[src/rtl/branch_predictor_bht.sv]
// Branch history table: per-index 2-bit saturating counters.
// Fetch lookup is combinational and trained from EX branch resolution.
// Also keeps resolved-branch and mispredict counters for profiling.
module branch_predictor_bht #(
  parameter int INST_MEMORY_ADDRESS_WIDTH = 32,
  parameter int BHT_ENTRIES               = 16,
  parameter int STAT_WIDTH                = 32
) (
  input  logic                                 clk,
  input  logic                                 rst,
  input  logic [INST_MEMORY_ADDRESS_WIDTH-1:0] fetch_addr,
  output logic                                 predict_take,
  input  logic                                 resolve_valid,
  input  logic [INST_MEMORY_ADDRESS_WIDTH-1:0] resolve_addr,
  input  logic                                 resolve_predicted,
  input  logic                                 resolve_taken,
  output logic                                 mispredict,
  input  logic                                 stat_clear,
  output logic [STAT_WIDTH-1:0]                branch_count,
  output logic [STAT_WIDTH-1:0]                mispredict_count
);

  localparam int IDX_W = $clog2(BHT_ENTRIES);

  // 00 strong-NT, 01 weak-NT, 10 weak-T, 11 strong-T
  logic [1:0]       bht [BHT_ENTRIES];
  logic [IDX_W-1:0] fetch_idx;
  logic [IDX_W-1:0] resolve_idx;
  logic [1:0]       trained;
  logic             unused_addr_bits;

  // Word-aligned index; no tags, so aliasing addresses share an entry.
  assign fetch_idx   = fetch_addr[IDX_W+1:2];
  assign resolve_idx = resolve_addr[IDX_W+1:2];

  assign unused_addr_bits = ^{fetch_addr[1:0], fetch_addr[INST_MEMORY_ADDRESS_WIDTH-1:IDX_W+2],
                              resolve_addr[1:0], resolve_addr[INST_MEMORY_ADDRESS_WIDTH-1:IDX_W+2]};

  // Prediction reads the registered table, so a same-cycle update is not visible yet.
  assign predict_take = bht[fetch_idx][1];

  // Misprediction compares against the prediction carried down the pipe.
  assign mispredict = resolve_valid & (resolve_predicted ^ resolve_taken);

  // Saturating next value for the entry being trained.
  always_comb begin
    trained = bht[resolve_idx];
    if (resolve_taken) begin
      if (trained != 2'b11) trained = trained + 2'd1;
    end else begin
      if (trained != 2'b00) trained = trained - 2'd1;
    end
  end

  // Table storage: reset to weakly-not-taken, train on resolution.
  always_ff @(posedge clk or posedge rst) begin
    if (rst) begin
      for (int i = 0; i < BHT_ENTRIES; i++) bht[i] <= 2'b01;
    end else if (resolve_valid) begin
      bht[resolve_idx] <= trained;
    end
  end

  // Profiling counters; clear wins over increment, both wrap naturally.
  always_ff @(posedge clk or posedge rst) begin
    if (rst) begin
      branch_count     <= '0;
      mispredict_count <= '0;
    end else if (stat_clear) begin
      branch_count     <= '0;
      mispredict_count <= '0;
    end else begin
      branch_count     <= branch_count + STAT_WIDTH'(resolve_valid);
      mispredict_count <= mispredict_count + STAT_WIDTH'(mispredict);
    end
  end

endmodule

[config.mk]
export PLATFORM = sky130hd
export DESIGN_NAME = branch_predictor_bht
export DESIGN_NICKNAME = d
export VERILOG_FILES = /design/src/rtl/branch_predictor_bht.sv
export SDC_FILE = /design/constraint.sdc
export NUM_CORES = 1
export LEC_CHECK = 0
export ABC_CLOCK_PERIOD_IN_PS = 2650
export BUFFER_PORTS_ARGS = -buffer_cell sky130_fd_sc_hd__buf_4
export CAP_MARGIN = 20
export CORE_AREA = 2 2 111 102
export CTS_BUF_LIST = sky130_fd_sc_hd__clkbuf_4
export DETAILED_ROUTE_END_ITERATION = 10
export DIE_AREA = 0 0 113 104
export PLACE_DENSITY = 0.85
export SLEW_MARGIN = 40
export SYNTH_ARGS = -nofsm -noshare
export SYNTH_HDL_FRONTEND = slang
export SYNTH_SLANG_ARGS = --single-unit
[constraint.sdc]
create_clock -name clk -period 2.65 [get_ports clk]
set_input_delay 0.265 -clock clk [delete_from_list [all_inputs] [get_ports clk]]
set_output_delay 0.265 -clock clk [all_outputs]
set_load 0.01 [all_outputs]
==> metrics <==
RSZ-0062 raised after global routing=false; layout cells sized above 1=33.0%; Final Hold Viols=0; root buffer cell=clkbuf_4; CP Class=reg -> out; Die Area=11,800 sq um; critical path depth=3; DRC errors left=6; violated checks=DRC; wire per inst=17.3 um; Top FF cell, synth=dfrtp_1; DP Wirelength=8600 um; Arr. time, crit path=1.97 ns; worst skew pair latency=0.45 ns; initial antenna violation count=1; R2R Path Start=branch_count[0]; synthesized instance count=473; TritonCTS clock tree=yes; final WL=11,900 um; clk_skew=0.0158 ns; global-route total usage across every layer=20.7%; final setup fails=0; Max VDD drop=259 uV; number of DRC markers after the initial detailed-route iteration=204; Worst Setup EP=predict_take; CP Cell Sequence=mux4_2, mux4_2, buf_4; I/O Buffers=79; EDFF count, synth=0; Hold WC Path Type=in -> reg; # nets final=624; clk buf depth=2; synthesized area per cell=10.8 sq um; Pleak=2.60 nW; first-pass GRT wire length=19,700 um; FF-to-FF path depth=7; dpl ws=0.239 ns; Sink Count=96; Fillers=902; worst setup margin=0.416 ns; synth top area cells=dfrtp_1, mux2_2, dfstp_2; CP top delay family=multiplexers; total number of vias=4,074; min cycle time layout=2.23 ns; Die X=113 um; Pre-antenna DRT Iters=8; largest net degree at the start of global routing=78; fin crit share=84.3%; Initial Util=48.0%; R2R setup slack=0.46 ns; most used cell, CP=mux4_2; status=finished, violations left; mapped cell area=5100 sq um; TritonCTS Buffers=9; H-tree depth=3; count leader, synth=dfrtp_1; maxcap violations=0; power per cell area=531 nW/um^2; boundary pin count=136; site row count=36; area leader, netlist=dfrtp_1; Fmax=0.448 GHz; syn nets=547; Critical path buffers and inverters=1; routability congestion estimate from global placement=0.875; Seq cells post-synth=96; CP Launch Type=flop; reg-to-reg critical path endpoint=branch_count[30]; critical path required time=2.38 ns; die height=104 um; sequential fraction of the synthesis area=47.5%; CTS clk-pin slew, worst paths=0.15 ns; Setup crit start=bht[27]; Synth top cells by count=dfrtp_1, mux2_2, nor2_1; max incr delay on CP=0.49 ns; via/cell ratio=5.91; Slew headroom=49.7%; worst slew pin tran=0.754 ns; area grow syn2layout=17.9%; Max Fanout on Critical Path=3; Cell variety after synth=36; vias in the first global route=4,001; share of flip-flops with an asynchronous set or reset=100%; GRT Residual Overflow=0; crit path capture type=primary output; post-synth top area share=39.2%; core box area=10,600 sq um; # resized after CTS=0; CP max stage cell=mux4_2; pins over their slew limit=0; Fin Setup TNS=0 ns; final antenna-violating net count=0; Synth warnings=0
[layout make-up]
cell class,count,area [sq um],share of cell area (%)
Clock inverter,6,60.1,0.998
Antenna cell,1,2.50,0.0416
Clock buffer,10,75.1,1.25
Multi-Input combinational cell,343,2550,42.3
Tap cell,133,166,2.77
Inverter,10,41.3,0.686
Timing Repair Buffer,90,703,11.7
Sequential cell,96,2420,40.3
[layout by cell type, fill, tap and decap left out, types with 2 or more instances in the layout]
| cell | instances |
|---|---|
| or3_1 | 12 |
| clkinvlp_4 | 4 |
| and2_1 | 7 |
| nand3b_1 | 3 |
| buf_4 | 87 |
| inv_1 | 9 |
| mux4_1 | 3 |
| nand2b_1 | 3 |
| nor2_1 | 44 |
| and3_1 | 8 |
| mux4_2 | 10 |
| nand3_1 | 19 |
| nor2b_1 | 17 |
| nand2_1 | 19 |
| dfstp_2 | 16 |
| mux2i_1 | 2 |
| dfrtp_1 | 80 |
| maj3_2 | 4 |
| o21ai_0 | 12 |
| and4_1 | 8 |
| nor4_1 | 7 |
| o31ai_1 | 14 |
| a21oi_1 | 29 |
| nand4_1 | 23 |
| or4_1 | 14 |
| nor3_1 | 5 |
| mux2_2 | 48 |
| ha_1 | 4 |
| xor2_1 | 16 |
| buf_12 | 2 |
| clkbuf_4 | 10 |
| clkinv_1 | 2 |
| xnor2_1 | 7 |
[worst min-delay path by stage]
| stage | startpoint | endpoint | slack [ns] | cells after the start |
|---|---|---|---|---|
| CTS | resolve_addr[4] | bht[13] | 0.19 | 4 |
| finish | resolve_addr[4] | bht[13] | 0.21 | 4 |
| global route | resolve_addr[4] | bht[13] | 0.22 | 4 |
| detailed placement | rst | branch_count[10] | 0.40 | 2 |
| global placement | rst | branch_count[10] | 0.39 | 2 |
| floorplan | resolve_addr[4] | bht[13] | 0.46 | 3 |
[state kept, by name (all words and copies together), names as in the netlist]
signal / cells
bht: 32
mispredict_count: 32
branch_count: 32
[worst reg2reg max path, delay by kind of cell, from the launching register on]
family | cells | cell delay [ns]
simple gates | 3 | 0.69
buf+inv | 1 | 0.20
mux | 1 | 0.37
fa+ha+maj | 2 | 0.44
flops | 1 | 0.42
[power breakdown]
part	switching (mW)	total, mW	leakage [nW]	internal (mW)
Clock	0.495	0.788	0.0637	0.292
Combinational	0.258	0.592	1.26	0.334
Sequential	0.105	1.82	1.27	1.71
[timing repair]
action	CTS	global route
hold buffers	1	0
hold endpoints to repair	19	0
setup buffers	0	0
[per-layer routing]
metal  wire length, um  GRT usage, %  up-vias
li1                  -             -     1895
met1              5300          28.2     2038
met2              5880          33.7      122
met3               521          2.62       19
met4               240          8.19        0
met5                 0             0        -
[per-stage QoR]
step / hold slack [ns] / total power, mW / instance area, sq um / utilization [%] / cells
finish: 0.209 / 3.20 / 6020 / 56.6 / 689
global route: 0.220 / 3.35 / 6020 / 56.6 / 689
CTS: 0.191 / 3.22 / 6010 / 56.6 / 688
detailed placement: 0.401 / 2.44 / 5870 / 55.2 / 671
global placement: 0.393 / 2.38 / 5870 / 55.2 / 671
floorplan: 0.462 / 2.26 / 5110 / - / 473
[logic make-up after synthesis]
kind of cell | share of synthesized area [%]
xor+xnor | 3.95
compound gates | 6.23
buf+inv | 2.65
fa+ha+maj | 1.86
mux | 16.9
flops | 47.5
simple gates | 20.9
Power figures use the tool's default switching activity.
